--- config.mk ---
export PLATFORM = sky130hd
export DESIGN_NAME = visor_bp_unit
export DESIGN_NICKNAME = d
export VERILOG_FILES = /design/src/rtl/visor_bp_pkg.sv /design/src/rtl/visor_bp_comparator.sv /design/src/rtl/visor_bp_unit.sv
export SDC_FILE = /design/constraint.sdc
export NUM_CORES = 1
export LEC_CHECK = 0
export ABC_AREA = 1
export CORE_MARGIN = 4
export CORE_UTILIZATION = 45
export DETAILED_ROUTE_END_ITERATION = 7
export GPL_TIMING_DRIVEN = 0
export SLEW_MARGIN = 20
export SYNTH_ARGS = -nofsm -noshare
export SYNTH_HDL_FRONTEND = slang
export SYNTH_SLANG_ARGS = --single-unit
--- constraint.sdc ---
create_clock -name sysclk -period 2.8 [get_ports sysclk]
set_clock_uncertainty 0.2 [all_clocks]
set_input_delay 0.56 -clock sysclk [delete_from_list [all_inputs] [get_ports sysclk]]
set_output_delay 0.56 -clock sysclk [all_outputs]
set_load 0.02 [all_outputs]
--- src/rtl/visor_bp_pkg.sv ---
// Shared definitions for the visor breakpoint/step engine: register map,
// CTRL/STATUS bit positions and the halt state type.
package visor_bp_pkg;

   localparam logic [5:0] REG_CTRL      = 6'd0;
   localparam logic [5:0] REG_STATUS    = 6'd1;
   localparam logic [5:0] REG_STEP      = 6'd2;
   localparam logic [5:0] REG_HALT_ADDR = 6'd3;
   localparam int         REG_BP_BASE   = 4;

   localparam int BP_OFS_ADDR = 0;
   localparam int BP_OFS_MASK = 1;
   localparam int BP_OFS_CFG  = 2;
   localparam int BP_OFS_HITS = 3;

   localparam int CTRL_RESUME = 0;
   localparam int CTRL_GEN    = 1;
   localparam int CTRL_CLR    = 2;

   localparam int ST_HALTED  = 0;
   localparam int ST_SKIP    = 1;
   localparam int ST_STEP    = 2;
   localparam int ST_IDX_LSB = 4;

   localparam logic [3:0] STEP_INDEX = 4'd15;

   typedef enum logic {
      RUN    = 1'b0,
      HALTED = 1'b1
   } bp_state_e;

   // Register index of field ofs within breakpoint idx's four-register window.
   function automatic logic [5:0] bp_reg(input int idx, input int ofs);
      return 6'(REG_BP_BASE + 4 * idx + ofs);
   endfunction

endpackage

--- src/rtl/visor_bp_comparator.sv ---
// One masked breakpoint comparator: address/mask/config registers, pass
// countdown and saturating hit counter.
module visor_bp_comparator
   import visor_bp_pkg::*;
#(
   parameter int ADDR_WIDTH = 16,
   parameter int PASS_WIDTH = 8,
   parameter int HIT_WIDTH  = 16
) (
   input  logic                  clk,
   input  logic                  rst_n,
   input  logic [ADDR_WIDTH-1:0] addr_wdata_i,
   input  logic [PASS_WIDTH-1:0] pass_wdata_i,
   input  logic                  en_wdata_i,
   input  logic                  we_addr_i,
   input  logic                  we_mask_i,
   input  logic                  we_cfg_i,
   input  logic                  clr_hits_i,
   input  logic                  armed_i,
   input  logic [ADDR_WIDTH-1:0] code_addr_i,
   output logic                  trigger_o,
   output logic [ADDR_WIDTH-1:0] addr_o,
   output logic [ADDR_WIDTH-1:0] mask_o,
   output logic [PASS_WIDTH-1:0] pass_o,
   output logic                  en_o,
   output logic [HIT_WIDTH-1:0]  hits_o
);

   logic [ADDR_WIDTH-1:0] addr_q, mask_q;
   logic [PASS_WIDTH-1:0] pass_q, pass_rem_q;
   logic                  en_q;
   logic [HIT_WIDTH-1:0]  hits_q;
   logic                  qmatch;

   // armed_i already folds in global enable, RUN state, execute cycle and skip.
   assign qmatch    = armed_i && en_q && (((code_addr_i ^ addr_q) & mask_q) == '0);
   assign trigger_o = qmatch && (pass_rem_q == '0);

   // NOTE: every register here uses <= so all updates see pre-edge values.
   always_ff @(posedge clk or negedge rst_n) begin
      if (!rst_n) begin
         addr_q     <= '0;
         mask_q     <= '0;
         pass_q     <= '0;
         pass_rem_q <= '0;
         en_q       <= 1'b0;
         hits_q     <= '0;
      end else begin
         if (we_addr_i) addr_q <= addr_wdata_i;
         if (we_mask_i) mask_q <= addr_wdata_i;
         if (we_cfg_i) begin
            pass_q     <= pass_wdata_i;
            en_q       <= en_wdata_i;
            pass_rem_q <= pass_wdata_i;
         end else if (qmatch && (pass_rem_q != '0)) begin
            pass_rem_q <= pass_rem_q - PASS_WIDTH'(1);
         end
         if (clr_hits_i) hits_q <= '0;
         else if (qmatch && (hits_q != '1)) hits_q <= hits_q + HIT_WIDTH'(1);
      end
   end

   assign addr_o = addr_q;
   assign mask_o = mask_q;
   assign pass_o = pass_q;
   assign en_o   = en_q;
   assign hits_o = hits_q;

endmodule

--- src/rtl/visor_bp_unit.sv ---
// Breakpoint and counted-step engine: halt FSM, step counter, priority
// encoder over NUM_BP comparators and the visor register read mux.
module visor_bp_unit
   import visor_bp_pkg::*;
#(
   parameter int NUM_BP     = 4,
   parameter int ADDR_WIDTH = 16,
   parameter int PASS_WIDTH = 8,
   parameter int HIT_WIDTH  = 16
) (
   input  logic                  sysclk,
   input  logic                  sysreset_n,
   input  logic [5:0]            reg_addr,
   input  logic [15:0]           reg_wdata,
   input  logic                  reg_we,
   output logic [15:0]           reg_rdata,
   input  logic [ADDR_WIDTH-1:0] tg_code_addr,
   input  logic                  tg_enable_exec,
   output logic                  tg_hold,
   output logic                  bp_hit,
   output logic [3:0]            hit_index
);

   bp_state_e             state_q;
   logic                  global_en_q, skip_q;
   logic [15:0]           step_q, step_d;
   logic [ADDR_WIDTH-1:0] halt_addr_q;

   logic run, ctrl_we, step_we, skip_eff, armed, step_active, step_trig, any_trig;
   logic [3:0]            trig_idx;
   logic [NUM_BP-1:0]     bp_trig;
   logic [ADDR_WIDTH-1:0] bp_addr [NUM_BP];
   logic [ADDR_WIDTH-1:0] bp_mask [NUM_BP];
   logic [PASS_WIDTH-1:0] bp_pass [NUM_BP];
   logic                  bp_en   [NUM_BP];
   logic [HIT_WIDTH-1:0]  bp_hits [NUM_BP];

   assign run         = (state_q == RUN);
   assign ctrl_we     = reg_we && (reg_addr == REG_CTRL);
   assign step_we     = reg_we && (reg_addr == REG_STEP);
   assign step_active = run && (step_q != '0);
   // Skip suppresses matching only while the target still sits on the halt address.
   assign skip_eff    = skip_q && (tg_code_addr == halt_addr_q);
   assign armed       = global_en_q && run && tg_enable_exec && !skip_eff;

   for (genvar i = 0; i < NUM_BP; i++) begin : g_bp
      visor_bp_comparator #(
         .ADDR_WIDTH (ADDR_WIDTH),
         .PASS_WIDTH (PASS_WIDTH),
         .HIT_WIDTH  (HIT_WIDTH)
      ) u_cmp (
         .clk          (sysclk),
         .rst_n        (sysreset_n),
         .addr_wdata_i (ADDR_WIDTH'(reg_wdata)),
         .pass_wdata_i (reg_wdata[8 +: PASS_WIDTH]),
         .en_wdata_i   (reg_wdata[0]),
         .we_addr_i    (reg_we && (reg_addr == bp_reg(i, BP_OFS_ADDR))),
         .we_mask_i    (reg_we && (reg_addr == bp_reg(i, BP_OFS_MASK))),
         .we_cfg_i     (reg_we && (reg_addr == bp_reg(i, BP_OFS_CFG))),
         .clr_hits_i   (ctrl_we && reg_wdata[CTRL_CLR]),
         .armed_i      (armed),
         .code_addr_i  (tg_code_addr),
         .trigger_o    (bp_trig[i]),
         .addr_o       (bp_addr[i]),
         .mask_o       (bp_mask[i]),
         .pass_o       (bp_pass[i]),
         .en_o         (bp_en[i]),
         .hits_o       (bp_hits[i])
      );
   end

   // NOTE: every always_comb output gets a default first so no path infers a latch.
   always_comb begin
      step_d    = step_q;
      step_trig = 1'b0;
      if (step_we) begin
         step_d = reg_wdata;
      end else if (run && tg_enable_exec && (step_q != '0)) begin
         step_d    = step_q - 16'd1;
         step_trig = (step_q == 16'd1);
      end
   end

   // Descending scan so the lowest triggering index is the last one written.
   always_comb begin
      any_trig = step_trig;
      trig_idx = STEP_INDEX;
      for (int i = NUM_BP - 1; i >= 0; i--) begin
         if (bp_trig[i]) begin
            any_trig = 1'b1;
            trig_idx = 4'(i);
         end
      end
   end

   always_ff @(posedge sysclk or negedge sysreset_n) begin
      if (!sysreset_n) begin
         state_q     <= RUN;
         tg_hold     <= 1'b0;
         bp_hit      <= 1'b0;
         hit_index   <= '0;
         halt_addr_q <= '0;
         global_en_q <= 1'b0;
         skip_q      <= 1'b0;
         step_q      <= '0;
      end else begin
         step_q <= step_d;
         if (ctrl_we) global_en_q <= reg_wdata[CTRL_GEN];
         if (skip_q && !skip_eff) skip_q <= 1'b0;
         case (state_q)
            RUN: begin
               if (any_trig) begin
                  state_q     <= HALTED;
                  tg_hold     <= 1'b1;
                  bp_hit      <= 1'b1;
                  hit_index   <= trig_idx;
                  halt_addr_q <= tg_code_addr;
               end
            end
            HALTED: begin
               if (ctrl_we && reg_wdata[CTRL_RESUME]) begin
                  state_q <= RUN;
                  tg_hold <= 1'b0;
                  bp_hit  <= 1'b0;
                  skip_q  <= 1'b1;
               end
            end
            default: state_q <= RUN;
         endcase
      end
   end

   always_comb begin
      reg_rdata = '0;
      case (reg_addr)
         REG_CTRL:      reg_rdata[CTRL_GEN] = global_en_q;
         REG_STATUS: begin
            reg_rdata[ST_IDX_LSB +: 4] = hit_index;
            reg_rdata[ST_STEP]         = step_active;
            reg_rdata[ST_SKIP]         = skip_q;
            reg_rdata[ST_HALTED]       = (state_q == HALTED);
         end
         REG_STEP:      reg_rdata = step_q;
         REG_HALT_ADDR: reg_rdata = 16'(halt_addr_q);
         default:       ;
      endcase
      for (int i = 0; i < NUM_BP; i++) begin
         if (reg_addr == bp_reg(i, BP_OFS_ADDR)) reg_rdata = 16'(bp_addr[i]);
         if (reg_addr == bp_reg(i, BP_OFS_MASK)) reg_rdata = 16'(bp_mask[i]);
         if (reg_addr == bp_reg(i, BP_OFS_CFG))  reg_rdata = 16'({bp_pass[i], 7'b0, bp_en[i]});
         if (reg_addr == bp_reg(i, BP_OFS_HITS)) reg_rdata = 16'(bp_hits[i]);
      end
   end

endmodule

==> summary.md <==
| Metric | Value |
|---|---|
| Status | `finished, violations left` |
| Failing checks | `negative setup slack` |
| Most common cell on crit path | `buf_6` |
| Static leakage | `about 10 nW` |
| Initial core utilization | `between 40% and 50%` |
| Most common cell after layout, fill and taps aside | `nand2_1` |
| Syn Inst Count | `2411` |
| Worst Tran Pin Value | `approximately 0.89 ns` |
| Routed wire length | `64.8 mm` |
| Nets | `2606` |
| Die Wd | `205 um` |
| Adder-cell share of the synthesized area | `0.786%` |
| WL/cell | `about 21 um` |
| CP Capture Type | `output port` |
| Netlist cell types | `56` |
| I/O pin total | `64` |
| H-Tree Depth | `2` |
| Tot Pwr | `between 10 and 15 mW` |
| Max stage delay on crit path | `0.16 ns` |
| Number of synthesized flops with an enable pin | `0` |
| Worst Hold Depth | `3` |
| Tcrit/Tclk final | `119%` |
| Synth area leaders | `dfrtp_1, nand2_1, o21ai_0, inv_1, nor2_1` |
| First-pass GRT wire length | `99.1 mm` |
| Clock-pin transition on the worst setup and hold timing paths | `roughly 0.05 ns` |
| Clock sink count | `299` |
| Final hold slack | `0.104 ns` |
| Routed via count | `17400` |
| Sequential area share after synthesis | `42.8%` |
| Crit path time final | `approximately 3.3 ns` |
| Final hold violation count | `0` |
| CP Data Arrival Time | `2.57 ns` |
| IO Port Bufs | `46` |
| Post-Route Setup TNS | `-6.69 ns` |
| Initial antenna violation count | `0` |
| Core ar. | `38000 um2` |
| DP HPWL | `47.9 mm` |
| Dpl cell area | `roughly 19000 um2` |
| Max FO, Critical Path | `3` |
| Detail Route Antenna Nets | `0` |
| Critical Path RT | `just over 2 ns` |
| Pint | `around 9.5 mW` |
| Most frequent cells in the layout | `nand2_1, dfrtp_1, o21ai_0` |
| Largest family of logic cells by synthesized area | `simple AND/OR/NAND/NOR gates` |
| Root Driver | `clkbuf_16` |
| YS warnings | `0` |
| Capture point of the worst reg-to-reg path | `halt_addr_q[8]` |
| Largest net degree at the start of global routing | `92` |
| Vias in the first global route | `16700` |
| Maximum vdd drop | `0.477 mV` |
| Max-cap violations | `0` |
| # rows | `71` |
| Worst setup path start | `reg_addr[4]` |
| Top FF cell, synth | `dfrtp_1` |
| Die height | `205 um` |
| Post-synthesis average cell area | `just over 7 um2` |
| Layout cell share with drive strength beyond 1 | `16.2%` |
| RR Startpoint | `g_bp[0].u_cmp.addr_o[5]` |
| Yosys top cell area share | `42.8%` |
| Crit-path cells | `buf_8, nor2_4, buf_6, buf_6, nand2_8, nor2_4, buf_6, buf_6, nand2_2, nand2_2, nor2_2, nand4_1, nor2_2, nand4_1, nand2_1, nand4_1, nor2_2, nand4_1, buf_6` |
| Syn_nets | `~2500` |
| Final setup violation count | `16` |
| Mux share of post-synthesis cell area | `0%` |
| Final slew viol count | `0` |
| CP max stage cell | `buf_6` |
| Worst Reg2Reg Path Length in Cells | `12` |
| Ys async rst share | `100%` |
| Final design utilization | `56.1%` |
| Hold Path End | `halt_addr_q[5]` |
| Clock Latency Late Sink | `0.56 ns` |
| Compound-gate portion of the synthesized area | `12.0%` |
| Synth Register Bits | `around 300` |
| Worst Hold Class | `input port to flip-flop` |
| Max clock buf depth | `3` |
| Pre-CTS WS | `-2.13 ns` |
| Simple-Gate Fraction of Synth Area | `32.3%` |
| Vias per inst | `5.64` |
| Area grow syn2layout | `21.8%` |
| Ant. Diodes | `0` |
| Slew headroom | `40.7%` |
| RSZ-0062 raised after global routing | `yes` |
| Remaining DRCs | `0` |
| Detailed Routing Iterations Pass 1 | `6` |
| PwrDens | `693 nW/um2` |
| Placer congestion estimate | `0.966` |
| Mapped Area | `~18000 um2` |
| Fin area | `21300 um2` |
| Die area | `42100 um2` |
| R2r setup slk | `0.09 ns` |
| CTS tree | `done` |
| Startpoint class of the critical path | `input port` |
| Psw | `5.28 mW` |
| Gr ovfl total | `0` |
| Critical path class | `input port to output port` |
| TritonCTS Buffers | `36` |
| Highest clock rate | `0.300 GHz` |
| Final worst slack | `-0.530 ns` |
| Placed cell count | `2971` |
| Gr usage total | `30.6%` |
| Seq pwr share | `41.9%` |
| XOR/XNOR Fraction of Synth Area | `a little under 4%` |
| Clock share of power | `31.9%` |
| Fin cells | `3088` |
| Hold_sp | `tg_code_addr[5]` |
| Fillers | `around 3600` |
| Drt first-iter violations | `1695` |
| Logic gate share of total power | `26.2%` |
| Switching share of total power | `35.8%` |
| Synth area leader | `dfrtp_1` |
-- cells by family after synthesis --
family	after synthesis
AO/OA/AOI/OAI	385
flip-flops	299
XOR/XNOR	79
buffers and inverters	343
AND/OR/NAND/NOR	1294
adder cells (fa/ha/maj)	11
-- sequential cells by signal, indices dropped and copies added, names as in the netlist --
| name | cells |
|---|---|
| bp_hit | 1 |
| g_bp.u_cmp.addr_o | 64 |
| g_bp.u_cmp.en_o | 4 |
| g_bp.u_cmp.hits_o | 64 |
| g_bp.u_cmp.mask_o | 64 |
| g_bp.u_cmp.pass_o | 32 |
| g_bp.u_cmp.pass_rem_q | 32 |
| global_en_q | 1 |
| halt_addr_q | 16 |
| hit_index | 3 |
| skip_q | 1 |
| state_q | 1 |
| step_q | 16 |
-- routing by layer --
| metal | part of all wire, % | track usage [%] | vias to the layer above | wire length, um |
|---|---|---|---|---|
| met4 | 4.5 | 12.4 | 0 | 2910 |
| li1 | - | - | 8146 | - |
| met1 | 42 | 42.0 | 8378 | 27300 |
| met5 | 0 | 0 | - | 0 |
| met3 | 7.6 | 4.40 | 141 | 4950 |
| met2 | 46 | 49.1 | 749 | 29600 |
-- power groups by stage --
stage	clock network [mW]	logic [mW]	registers (mW)
CTS	4.78	3.73	6.15
global route	4.95	4.37	6.30
floorplan	0	2.59	5.91
detailed placement	0	3.53	6.19
finish	4.71	3.88	6.19
global placement	0	3.42	6.19
-- synth_stat cells, types with 5 or more instances --
cell / n
o31ai_1: 10
buf_6: 12
or2_2: 13
inv_2: 7
nor2_4: 5
inv_1: 232
or2_1: 5
xnor2_1: 18
clkbuf_1: 57
nor2_1: 210
xor2_1: 61
o21ai_0: 235
o21ai_1: 25
nand4_1: 71
a21oi_1: 64
nand2_2: 17
nor3_1: 50
nor3b_1: 6
ha_1: 11
o211ai_1: 16
nor2_2: 10
buf_2: 20
o221ai_1: 6
nor4_1: 13
nand2_1: 717
o22ai_1: 7
dfrtp_1: 299
nand3_1: 153
or2_0: 5
buf_4: 7
-- cell type report --
type	instances	area (um2)	share of cell area (%)
Buffer	101	646	3.03
Clock buffer	54	1050	4.93
Clock inverter	8	97.6	0.458
Inverter	242	930	4.36
Multi-Input combinational cell	1769	9350	43.9
Sequential cell	299	7490	35.1
Tap cell	511	639	3.00
Timing Repair Buffer	104	1110	5.21
-- worst max-delay path by stage --
stage / end / depth (start not counted) / slack [ns]
after floorplan: reg_rdata[15] / 15 / -0.01
after global placement: g_bp[3].u_cmp.hits_o[2] / 1 / -12.82
after detailed placement: reg_rdata[4] / 15 / -2.13
after CTS: reg_rdata[2] / 15 / -0.60
after global routing: reg_rdata[2] / 15 / -0.60
final: reg_rdata[9] / 19 / -0.53
-- critical path, delay by kind of cell --
kind	cells	cell delay [ns]
buf+inv	6	0.71
simple gates	13	1.29
-- what timing repair did --
action	4_1_cts	5_1_grt
hold buffers	1	0
pin swaps	71	74
hold endpoints to repair	62	0
resized for setup	342	73
endpoints found under the setup margin	147	71
cloned	1	0
buffers inserted	36	17
Power figures use the tool's default switching activity.
